==> src/rtl/hazard_pkg.sv <==
// hazard_pkg
// Shared definitions for the hazard detection / forwarding unit:
//   FWD_NONE / FWD_MEMWB / FWD_EXMEM : per-operand forward-select encodings
//   state_e                          : stall controller states (RUN, STALL)
//   CNT_W                            : width of the stall down-counter
//   STAT_W                           : width of the optional statistics counters
package hazard_pkg;

  localparam logic [1:0] FWD_NONE  = 2'b00;
  localparam logic [1:0] FWD_MEMWB = 2'b01;
  localparam logic [1:0] FWD_EXMEM = 2'b10;

  localparam int CNT_W  = 3;
  localparam int STAT_W = 32;

  typedef enum logic {
    RUN   = 1'b0,
    STALL = 1'b1
  } state_e;

endpackage

==> src/rtl/fwd_sel_unit.sv <==
// fwd_sel_unit
// Forward-select decision for one source operand sitting in ID/EX.
// Ports:
//   ex_src_i          : source register address of this operand
//   ex_mem_rd_i       : EX/MEM destination register
//   ex_mem_regwrite_i : EX/MEM writes the register file
//   mem_wb_rd_i       : MEM/WB destination register
//   mem_wb_regwrite_i : MEM/WB writes the register file
//   sel_o             : FWD_EXMEM, FWD_MEMWB or FWD_NONE
module fwd_sel_unit
  import hazard_pkg::*;
#(
  parameter int REG_AW = 5
) (
  input  logic [REG_AW-1:0] ex_src_i,
  input  logic [REG_AW-1:0] ex_mem_rd_i,
  input  logic              ex_mem_regwrite_i,
  input  logic [REG_AW-1:0] mem_wb_rd_i,
  input  logic              mem_wb_regwrite_i,
  output logic [1:0]        sel_o
);

  logic exMemHit;
  logic memWbHit;

  // r0 is hard-wired to zero, so a write to it never produces a forward.
  assign exMemHit = ex_mem_regwrite_i && (ex_mem_rd_i != '0) && (ex_mem_rd_i == ex_src_i);
  assign memWbHit = mem_wb_regwrite_i && (mem_wb_rd_i != '0) && (mem_wb_rd_i == ex_src_i);

  // The younger result (EX/MEM) wins when both stages hold the register.
  always_comb begin
    sel_o = FWD_NONE;
    if (exMemHit) begin
      sel_o = FWD_EXMEM;
    end else if (memWbHit) begin
      sel_o = FWD_MEMWB;
    end
  end

endmodule

==> src/rtl/hazard_fwd_unit.sv <==
// hazard_fwd_unit
// Data-forwarding selects and load-use stall control for a classic pipeline.
// Optional feature: define HAZARD_FWD_STATS_EN to add the stall_cnt / fwd_cnt
// saturating statistics outputs.
// Ports:
//   clk, rst_n            : clock, asynchronous active-low reset
//   id_valid, id_src      : instruction in ID and its packed source registers
//   ex_src                : packed source registers of the instruction in ID/EX
//   id_ex_rd/_regwrite/_memread : EX-stage destination and controls
//   ex_mem_rd/_regwrite   : EX/MEM destination and write enable
//   mem_wb_rd/_regwrite   : MEM/WB destination and write enable
//   fwd_sel               : 2-bit forward select per operand
//   pc_write_en, if_id_write_en : pipeline-advance enables (low while stalling)
//   id_ex_flush           : bubble into ID/EX
//   stall_active          : high in every stall cycle
//   stall_cnt, fwd_cnt    : (HAZARD_FWD_STATS_EN only) statistics counters
module hazard_fwd_unit
  import hazard_pkg::*;
#(
  parameter int REG_AW   = 5,
  parameter int NUM_SRC  = 2,
  parameter int LOAD_LAT = 1
) (
  input  logic                      clk,
  input  logic                      rst_n,
  input  logic                      id_valid,
  input  logic [NUM_SRC*REG_AW-1:0] id_src,
  input  logic [NUM_SRC*REG_AW-1:0] ex_src,
  input  logic [REG_AW-1:0]         id_ex_rd,
  input  logic                      id_ex_regwrite,
  input  logic                      id_ex_memread,
  input  logic [REG_AW-1:0]         ex_mem_rd,
  input  logic                      ex_mem_regwrite,
  input  logic [REG_AW-1:0]         mem_wb_rd,
  input  logic                      mem_wb_regwrite,
  output logic [NUM_SRC*2-1:0]      fwd_sel,
  output logic                      pc_write_en,
  output logic                      if_id_write_en,
  output logic                      id_ex_flush,
  output logic                      stall_active
`ifdef HAZARD_FWD_STATS_EN
  ,
  output logic [STAT_W-1:0]         stall_cnt,
  output logic [STAT_W-1:0]         fwd_cnt
`endif
);

  state_e           state_q, state_d;
  logic [CNT_W-1:0] cnt_q, cnt_d;
  logic [NUM_SRC*2-1:0] rawSel;
  logic             srcMatch;
  logic             loadUse;
  logic             stallNow;

  for (genvar k = 0; k < NUM_SRC; k++) begin : gSrc
    fwd_sel_unit #(
      .REG_AW(REG_AW)
    ) uSel (
      .ex_src_i          (ex_src[k*REG_AW +: REG_AW]),
      .ex_mem_rd_i       (ex_mem_rd),
      .ex_mem_regwrite_i (ex_mem_regwrite),
      .mem_wb_rd_i       (mem_wb_rd),
      .mem_wb_regwrite_i (mem_wb_regwrite),
      .sel_o             (rawSel[2*k +: 2])
    );
  end

  // Any operand matching the load destination is one hazard; duplicates
  // collapse into the single OR below.
  always_comb begin
    srcMatch = 1'b0;
    for (int k = 0; k < NUM_SRC; k++) begin
      if (id_src[k*REG_AW +: REG_AW] == id_ex_rd) begin
        srcMatch = 1'b1;
      end
    end
  end

  assign loadUse = id_valid && id_ex_memread && id_ex_regwrite && (id_ex_rd != '0) && srcMatch;

  always_ff @(posedge clk or negedge rst_n) begin
    if (!rst_n) begin
      state_q <= RUN;
      cnt_q   <= '0;
    end else begin
      state_q <= state_d;
      cnt_q   <= cnt_d;
    end
  end

  // The detecting RUN cycle is itself the first stall cycle, so STALL only
  // has to cover the remaining LOAD_LAT-1 cycles and leaves when cnt hits 1.
  always_comb begin
    state_d  = state_q;
    cnt_d    = cnt_q;
    stallNow = 1'b0;
    unique case (state_q)
      RUN: begin
        if (loadUse) begin
          stallNow = 1'b1;
          if (LOAD_LAT > 1) begin
            state_d = STALL;
            cnt_d   = CNT_W'(LOAD_LAT - 1);
          end
        end
      end
      STALL: begin
        stallNow = 1'b1;
        cnt_d    = cnt_q - CNT_W'(1);
        if (cnt_q == CNT_W'(1)) begin
          state_d = RUN;
        end
      end
      default: begin
        state_d = RUN;
        cnt_d   = '0;
      end
    endcase
  end

  // Outputs are gated by rst_n so they read idle for the whole reset window,
  // not just after the next clock edge.
  assign stall_active   = rst_n && stallNow;
  assign pc_write_en    = !stall_active;
  assign if_id_write_en = !stall_active;
  assign id_ex_flush    = stall_active;
  assign fwd_sel        = rst_n ? rawSel : '0;

`ifdef HAZARD_FWD_STATS_EN
  logic [STAT_W-1:0] stall_cnt_q;
  logic [STAT_W-1:0] fwd_cnt_q;

  // Both counters stop at all-ones instead of wrapping.
  always_ff @(posedge clk or negedge rst_n) begin
    if (!rst_n) begin
      stall_cnt_q <= '0;
      fwd_cnt_q   <= '0;
    end else begin
      if (stall_active && (stall_cnt_q != '1)) begin
        stall_cnt_q <= stall_cnt_q + STAT_W'(1);
      end
      if ((|fwd_sel) && (fwd_cnt_q != '1)) begin
        fwd_cnt_q <= fwd_cnt_q + STAT_W'(1);
      end
    end
  end

  assign stall_cnt = stall_cnt_q;
  assign fwd_cnt   = fwd_cnt_q;
`endif

endmodule

==> config.mk <==
export PLATFORM = sky130hd
export DESIGN_NAME = hazard_fwd_unit
export DESIGN_NICKNAME = d
export VERILOG_FILES = /design/src/rtl/hazard_pkg.sv /design/src/rtl/fwd_sel_unit.sv /design/src/rtl/hazard_fwd_unit.sv
export SDC_FILE = /design/constraint.sdc
export NUM_CORES = 1
export LEC_CHECK = 0
export ABC_AREA = 1
export CORE_UTILIZATION = 30
export CTS_BUF_LIST = sky130_fd_sc_hd__clkbuf_8
export DETAILED_ROUTE_END_ITERATION = 10
export GPL_ROUTABILITY_DRIVEN = 0
export GPL_TIMING_DRIVEN = 0
export HOLD_SLACK_MARGIN = 0.15
export PLACE_DENSITY = 0.76
export SYNTH_ARGS = -nofsm -noshare
export SYNTH_HDL_FRONTEND = slang
export SYNTH_HIERARCHICAL = 1
export SYNTH_SLANG_ARGS = --single-unit
export TNS_END_PERCENT = 30
==> constraint.sdc <==
create_clock -name clk -period 1.2 [get_ports clk]
set_clock_uncertainty 0.1 [all_clocks]
set_input_delay 0.24 -clock clk [delete_from_list [all_inputs] [get_ports clk]]
set_output_delay 0.24 -clock clk [all_outputs]
set_load 0.01 [all_outputs]
==> results of run 1 <==
[worst min path at each step]
| stage | start | to | slack [ps] | depth (start not counted) |
|---|---|---|---|---|
| 2_1_floorplan | rst_n | cnt_q[0] | -160 | 0 |
| 3_3_place_gp | cnt_q[1] | cnt_q[1] | 370 | 2 |
| 3_5_place_dp | cnt_q[1] | cnt_q[1] | 380 | 2 |
| 4_1_cts | cnt_q[1] | cnt_q[1] | 390 | 2 |
| 5_1_grt | state_q | cnt_q[0] | 410 | 1 |
| 6_report | state_q | cnt_q[0] | 390 | 1 |
[sequential cells by signal, summed over array words and instances (netlist names)]
signal	cells
cnt_q	3
state_q	1
[timing repair]
item                       CTS  global route
hold endpoints to repair     4             0
hold buffers                 1             0
gates resized for setup    227            34
buffers inserted             4             0
setup endpoints to repair    8             8
pin swaps                   47            30
[kinds of logic (layout without fill, tap and decap cells)]
family	count (synthesis)	after routing	share of synthesized area [%]
and+or+nand+nor	107	107	48.12
AOI/OAI and AO/OA	13	13	8.228
adders and majority gates	2	2	2.789
DFF	4	4	11.16
xor gates and xnor gates	6	6	5.858
buffers and inverters	53	110	23.85
[area by class of cell]
class	count	area share (%)
multi-input combinational	128	43.55
timing repair buffer	54	30.09
inverter	49	12.25
sequential	4	6.488
clock buffer	3	2.676
tap	31	2.514
buffer	4	2.433
[where the power goes]
part           switching [mW]  leakage [nW]  internal, mW
registers                   0        0.0559         0.136
logic                   0.177         0.877         0.191
clock network          0.0674        0.0216         0.214
[metal layers]
layer	up-vias	wire (µm)
li1	650	-
met1	521	1062
met2	36	1330
met3	0	171
met4	0	0
met5	-	0
[layout by cell type (no fill, tap or decap), drive strengths merged]
cell / synthesis / routed
a21boi: 2 / 2
a21oi: 4 / 4
buf: 4 / 50
clkbuf: 0 / 4
clkdlybuf4s15: 0 / 1
dfrtp: 4 / 4
dlygate4sd2: 0 / 5
dlygate4sd3: 0 / 1
ha: 2 / 2
inv: 49 / 49
nand2: 70 / 70
nand3: 10 / 10
nand4: 2 / 2
nor2: 25 / 25
o21ai: 7 / 7
xnor2: 2 / 2
xor2: 4 / 4
[through the flow]
| step | cells | utilization, % |
|---|---|---|
| 2_1_floorplan | 185 | - |
| 6_report | 273 | 55.00 |
| 3_3_place_gp | 265 | 51.20 |
| 3_5_place_dp | 265 | 51.20 |
| 5_1_grt | 273 | 55.00 |
| 4_1_cts | 273 | 51.83 |
==> impl_metrics.csv, run 1 <==
group,metric,value,unit
status,outcome,"finished with violations",
status,violations,"design-rule violations, negative setup slack",
setup_path,start_kind,"input pin",
timing,hold_viol_final,0,
setup_path,r2r_setup_slack,110,ps
grt,busiest_layer,"met2",
setup_path,critPathKind,"input pin to output pin",
placement,dp_slack,-1179,ps
floorplanning,core_area,2805,µm²
timing,finalMaxSlewViolations,0,
route,first_pass_iters,6,
floorplanning,die_w,56.69,µm
yosys,syn-cell-area,897.1,µm²
setup_path,crit_end,"pc_write_en",
yosys,synth_seq_area_share,11.16,%
timing,setup_violations,8,
timing,slew_headroom,82.59,%
grt,grt_overflow,0,
route,viasPerCell,4.421,
yosys,synth_area_leaders,"nand2_1 29%, inv_1 18%, dfrtp_1 11%",
floorplanning,start_util,31.98,%
yosys,synth_top_cell_by_area,"nand2_1",
timing,setup-tns-final,-2088,ps
clock_network,cts_tree,"built",
setup_path,arrival,1150,ps
finish,area_growth_syn_to_layout,71.97,%
floorplanning,die_y,56.69,µm
yosys,ys_top_cells_by_count,"69 x nand2_1, 44 x inv_1, 21 x nor2_1",
setup_path,critPathLaunch,"id_src[5]",
placement,place_area,1436,µm²
pwr,total_power,0.7850,mW
clock_network,numCtsBuffers,3,
timing,fin_crit,1489,ps
setup_path,worstSetupEndpointType,"output pin",
setup_path,crit_fanout,2,
route,vias,1207,
grt,globalRouteMet3Util,0.4608,%
clock_network,clk-insertion-delay-late,210,ps
grt,grt_pass1_vias,1110,
setup_path,cp_cell_sequence,"buf_8, nor2_4, nor2_2, nor2_1, nand3_1, nand2_1, nand2_2, nand2_2, nand2_2, buf_6, buf_6",
clock_network,htreeDepth,1,
timing,min_period_over_period,124.1,%
timing,setup_ws,-289.0,ps
route,antenna_left,0,
yosys,synthFlopType,"dfrtp_1",
route,drt-initial-drc-count,41,
finish,seq_area,100.1,µm²
finish,drive_gt1_share,42.15,%
hold_path,hold_path_class,"register to register",
finish,fill_cells,300,
route,drt-wirelength-per-cell,9.396,µm
setup_path,cp_common_cell,"nand2_2",
clock_network,clk_path_buf_depth,2,
setup_path,path_depth,11,
grt,grt_max_degree,8,
placement,dp_hpwl,1967,µm
flow_run,drv_cap,0,
yosys,synth.distinct_cells,17,
yosys,ys_seq_elements,4,
floorplanning,rows,19,
finish,diodes,0,
yosys,syn_nets,229,
clock_network,cts-root-buf,"clkbuf_8",
grt,grt_use_met2,31.63,%
setup_path,timing.rr.start,"cnt_q[0]",
setup_path,reg2reg_to,"cnt_q[2]",
floorplanning,die_area,3213,µm²
clock_network,clkTransAtPathRegs,30,ps
setup_path,critPathRequiredTime,860,ps
setup_path,crit_buf_inv,3,
yosys,synth_top_area_share,28.87,%
finish,multi_input_area,671.9,µm²
grt,grt_util_met1,18.99,%
grt,antenna_found_initial,0,
placement,io_buffer_count,49,
route,routed_wl,2565,µm
pwr,power.density,508.8,nW/µm²
yosys,synth_edf_count,0,
yosys,async_flop_share,100.0,%
route,drc,10,
setup_path,critPathMaxStageDelay,120,ps
pwr,power.leakage,0.9548,nW
floorplanning,io_pins,50,
setup_path,critical-path-slowest-cell,"buf_6",
grt,grtUsageTotal,16.35,%
timing,whs,389.8,ps
timing,worst_pin_slew,261.2,ps
timing,max_freq,671.6,MHz
yosys,synthCells,185,
finish,final_area,1543,µm²
yosys,avgSynthCellArea,4.849,µm²
timing,rsz0062_at_grt,"true",
clock_network,clock_sinks,4,
finish,final_nets,288,
setup_path,r2r_cells,5,
pwr,peakVddDrop,265.5,µV
yosys,yosysMostFrequentCell,"nand2_1",
setup_path,critPathTopFamily,"simple AND/OR/NAND/NOR gates",
grt,grt_first_pass_wirelength,4215,µm
yosys,yosysWarningCount,6,
Power figures use the tool's default switching activity.
==> run 2: changes to the inputs <==
CORE_UTILIZATION = 43   (was 30)
GPL_TIMING_DRIVEN = not set   (was 0)
PLACE_DENSITY = 0.95   (was 0.76)
clock period = 1.9 ns   (was 1.2 ns; I/O delays follow)
==> impl_metrics.csv, run 2 (synthesis results as in run 1) <==
group,metric,value,unit
status,outcome,"finished clean",
route,vias,1224,
flow_run,drv_cap,0,
finish,final_area,1314,µm²
setup_path,crit_fanout,2,
timing,whs,400.1,ps
timing,worst_pin_slew,192.1,ps
timing,rsz0062_at_grt,"false",
route,drt-wirelength-per-cell,9.595,µm
timing,setup_violations,0,
placement,dp_hpwl,2093,µm
setup_path,start_kind,"input pin",
finish,area_growth_syn_to_layout,46.44,%
clock_network,cts-root-buf,"clkbuf_8",
finish,mostFrequentLayoutCells,"69 x nand2_1, 40 x inv_1, 24 x clkbuf_2",
route,first_pass_iters,4,
pwr,power.leakage,0.9120,nW
finish,largest_register_ff_count,3,
pwr,power.density,350.3,nW/µm²
finish,drive_gt1_share,26.58,%
setup_path,worstSetupEndpointType,"output pin",
clock_network,cts_tree,"built",
pwr,swShare,33.13,%
route,drc,0,
route,antenna_left,0,
floorplanning,rows,16,
clock_network,numCtsBuffers,3,
timing,hold_viol_final,0,
pwr,peakVddDrop,288.5,µV
pwr,power_frac_comb,40.9,%
grt,grt_pass1_vias,1118,
timing,max_freq,551.6,MHz
placement,place_area,1414,µm²
timing,setup-tns-final,0,ps
route,viasPerCell,4.636,
setup_path,critPathKind,"input pin to output pin",
floorplanning,die_y,47.68,µm
setup_path,critPathRequiredTime,1420,ps
grt,grt_overflow,0,
pwr,clkPwrFrac,40.4,%
timing,fin_crit,1813,ps
finish,diodes,0,
clock_network,clock_sinks,4,
floorplanning,core_area,1962,µm²
finish,multi_input_area,605.6,µm²
timing,min_period_over_period,95.41,%
grt,grt_first_pass_wirelength,3815,µm
clock_network,clk-insertion-delay-late,220,ps
grt,grtUsageTotal,23.61,%
placement,io_buffer_count,49,
finish,seq_area,100.1,µm²
grt,antenna_found_initial,0,
finish,final_common_cell,"nand2_1",
timing,setup_ws,87.21,ps
grt,grt_max_degree,7,
finish,fill_cells,212,
route,drt-initial-drc-count,12,
finish,regMostFlops,"cnt_q",
pwr,p_seq_share,18.6,%
pwr,internal-power,0.3078,mW
clock_network,htreeDepth,1,
floorplanning,io_pins,50,
clock_network,clkTransAtPathRegs,30,ps
route,routed_wl,2533,µm
placement,place_inst,260,
timing,finalMaxSlewViolations,0,
finish,top_regs,"cnt_q (3), state_q (1)",
timing,slew_headroom,87.06,%
floorplanning,start_util,45.73,%
floorplanning,die_w,47.68,µm
hold_path,hold_path_class,"input pin to async pin",
placement,dp_slack,-691.2,ps
floorplanning,die_area,2273,µm²
finish,final_nets,283,
pwr,power_switching,0.1525,mW
clock_network,clk_path_buf_depth,2,
setup_path,arrival,1330,ps
finish,layoutNonFillerInstCount,264,
[run 2: stage by stage]
stage | total power, mW | util (%)
after detailed placement | 0.3013 | 72.07
after global routing | 0.4932 | 66.96
after floorplan | 0.1741 | -
after global placement | 0.2956 | 72.07
final | 0.4602 | 66.96
after CTS | 0.4683 | 71.17
[run 2: critical path, cell delays in order]
cell and delay [ps]:
dlygate4sd2_1 210, inv_1 70, a21boi_2 130, nand2_1 70
nor2_2 100, nand3_1 70, nor2_1 90, nand2_1 60
inv_1 40, buf_2 120
[run 2: metal layers]
metal | wire [µm] | vias up | GRT usage (%) | part of all wire (%)
met5 | 0 | - | 0 | 0
met4 | 33 | 0 | 6.667 | 1.3
li1 | - | 635 | - | -
met2 | 1287 | 54 | 48.77 | 51
met1 | 997 | 531 | 21.52 | 39
met3 | 215 | 4 | 7.547 | 8.5
[run 2: layout make-up]
type,instances,area share (%)
flip-flops and latches,4,7.619
multi-input cells,128,46.10
well taps,27,2.571
clock buffers,3,3.143
inverters,49,14.00
repair buffers,53,26.57
[run 2: power by group through the flow]
stage | Clock [mW] | Sequential (mW) | Combinational, mW
global placement | 0 | 0.0867 | 0.209
floorplan | 0 | 0.0868 | 0.0873
detailed placement | 0 | 0.0867 | 0.215
global route | 0.193 | 0.0857 | 0.215
CTS | 0.188 | 0.0858 | 0.194
finish | 0.186 | 0.0858 | 0.188
[run 2: repair_timing]
action                                  CTS  global route
hold buffers                              0             0
hold endpoints to repair                  0             0
pin swaps                                23            27
endpoints found under the setup margin    8             8
resized for setup                        88            55
buffers inserted                          0             1
[run 2: path summary, 6_finish.rpt]
kind	startpoint	slack, ps	cells after the start	to
max	mem_wb_rd[0]	90	10	fwd_sel[0]
min	rst_n	400	2	cnt_q[0]
max reg2reg	cnt_q[0]	790	5	cnt_q[2]
min reg2reg	cnt_q[2]	400	2	cnt_q[2]
max in group asynchronous	rst_n	1180	2	cnt_q[2]
min in group clk	cnt_q[2]	400	2	cnt_q[2]
==> run 3: changes to the inputs <==
CORE_UTILIZATION = 40   (was 43)
PLACE_DENSITY = 0.94   (was 0.95)
clock period = 2 ns   (was 1.9 ns; I/O delays follow)
==> impl_metrics.csv, run 3 (synthesis results as in run 1) <==
group,metric,value,unit
route,drc,0,
hold_path,hold_path_class,"register to register",
setup_path,start_kind,"input pin",
grt,grt_pass1_vias,998,
setup_path,crit_fanout,4,
route,drt-met1-wl,1001,µm
timing,finalMaxSlewViolations,0,
grt,grt_first_pass_wirelength,3870,µm
setup_path,worstSetupEndpointType,"output pin",
timing,hold_viol_final,0,
floorplanning,io_pins,50,
route,first_pass_iters,4,
setup_path,timing.rr.start,"cnt_q[0]",
setup_path,critPathTopFamily,"buffers and inverters",
setup_path,critPathKind,"input pin to output pin",
setup_path,cp_cell_sequence,"dlygate4sd2_1, nand2_1, nand2_1, nor2_1, nand3_1, nor2_2, nand2_1, inv_1, clkdlybuf4s15_2",
setup_path,crit_end,"fwd_sel[1]",
setup_path,critPathMaxStageDelay,280,ps
finish,fill_cells,202,
finish,mostFrequentLayoutCells,"69 x nand2_1, 39 x inv_1, 21 x nor2_1",
setup_path,crit_buf_inv,3,
floorplanning,core_area,2042,µm²
pwr,peakVddDrop,252.1,µV
setup_path,critPathLaunch,"ex_mem_rd[4]",
pwr,power_frac_comb,40.7,%
setup_path,cp_common_cell,"nand2_1",
floorplanning,die_w,49.36,µm
timing,max_freq,520.9,MHz
floorplanning,die_y,49.36,µm
timing,setup-tns-final,0,ps
finish,multi_input_area,590.6,µm²
pwr,clkPwrFrac,40.6,%
setup_path,path_depth,9,
clock_network,post_cts_buffers,0,
placement,io_buffer_count,49,
flow_run,drv_cap,0,
finish,largest_register_ff_count,3,
route,wl_met3,177,µm
grt,grtUsageTotal,21.03,%
finish,fin_util,66.12,%
timing,fin_crit,1920,ps
finish,top_regs,"cnt_q (3), state_q (1)",
route,vias,1146,
route,dr_wl_met2,1194,µm
clock_network,cts_tree,"built",
grt,antenna_found_initial,0,
pwr,total_power,0.4343,mW
route,drt-wirelength-per-cell,9.156,µm
placement,dp_slack,-608.3,ps
timing,setup_ws,80.33,ps
timing,setup_violations,0,
timing,slew_headroom,89.54,%
finish,area_growth_syn_to_layout,50.49,%
clock_network,clk-insertion-delay-late,220,ps
setup_path,r2r_setup_slack,870,ps
setup_path,reg2reg_to,"cnt_q[2]",
pwr,p_seq_share,18.8,%
timing,worst_pin_slew,155.3,ps
clock_network,numCtsBuffers,3,
clock_network,clk_path_buf_depth,2,
route,antenna_left,0,
pwr,internal-power,0.2954,mW
clock_network,clock_sinks,4,
floorplanning,rows,16,
finish,diodes,0,
route,viasPerCell,4.374,
route,drt-initial-drc-count,28,
finish,final_common_cell,"nand2_1",
clock_network,clkTransAtPathRegs,30,ps
pwr,power.density,321.7,nW/µm²
setup_path,critical-path-slowest-cell,"dlygate4sd2_1",
timing,rsz0062_at_grt,"true",
clock_network,cts-root-buf,"clkbuf_8",
timing,min_period_over_period,95.98,%
hold_path,hp-start,"cnt_q[1]",
status,outcome,"finished clean",
grt,grt_max_degree,7,
finish,seq_area,100.1,µm²
clock_network,htreeDepth,1,
setup_path,r2r_cells,5,
finish,final_nets,281,
grt,grt_overflow,0,
finish,drive_gt1_share,18.30,%
setup_path,critPathRequiredTime,1500,ps
floorplanning,die_area,2436,µm²
placement,dp_hpwl,1965,µm
floorplanning,start_util,43.93,%
pwr,power_switching,0.1389,mW
pwr,swShare,31.99,%
route,routed_wl,2399,µm
setup_path,arrival,1420,ps
finish,regMostFlops,"cnt_q",
pwr,power.leakage,0.8991,nW
route,top_layer,"met4",
run 3: cell types whose count changed in the layout (fill, tap and decap cells not counted), sizes merged:
cell / delta
clkbuf: -13
dlygate4sd2: +11
buf: -4
clkdlybuf4s50: +3
clkdlybuf4s15: +2
dlymetal6s2s: -1
run 3: power groups by stage:
stage | sequential, mW | clock [mW] | combinational [mW]
2_1_floorplan | 0.0824 | 0 | 0.0830
6_report | 0.0815 | 0.176 | 0.177
3_5_place_dp | 0.0824 | 0 | 0.201
4_1_cts | 0.0815 | 0.180 | 0.179
5_1_grt | 0.0814 | 0.186 | 0.200
3_3_place_gp | 0.0824 | 0 | 0.198
run 3: cell type report:
| type | count | share of cell area [%] |
|---|---|---|
| timing repair buffer | 51 | 29.66 |
| sequential | 4 | 7.414 |
| inverter | 49 | 13.62 |
| multi-input combinational | 128 | 43.74 |
| clock buffer | 3 | 3.058 |
| tap | 27 | 2.502 |
run 3: layer usage:
metal,up-vias,GRT usage (%)
li1,632,-
met1,466,22.01
met2,45,40.18
met3,3,3.115
met4,0,9.804
met5,-,0
run 3: per-stage QoR:
stage	hold WS, ps	instances	instance area, µm²
6_report	386.5	262	1350
5_1_grt	403.1	262	1350
4_1_cts	391.2	262	1381
3_5_place_dp	384.7	259	1406
3_3_place_gp	377.4	259	1406
2_1_floorplan	4.409	185	897.1
run 3: worst min-delay path by stage:
stage                    end  cells after the start  slack (ps)
global route        cnt_q[0]                      1         400
floorplan           cnt_q[0]                      0           4
global placement    cnt_q[1]                      2         380
CTS                 cnt_q[1]                      2         390
detailed placement  cnt_q[1]                      2         380
finish              cnt_q[1]                      2         390
run 3: timing repair:
item                                   CTS  global route
endpoints found under the hold margin    0             0
hold buffers                             0             0
pin swaps                               18             9
setup endpoints to repair                8             7
resized for setup                       75            33
run 3: tightest hold or removal path: cells and delay by family, from the launching register on:
kind / cells / cell delay [ps]
compound gates: 1 / 60
flops: 1 / 330
simple gates: 1 / 50
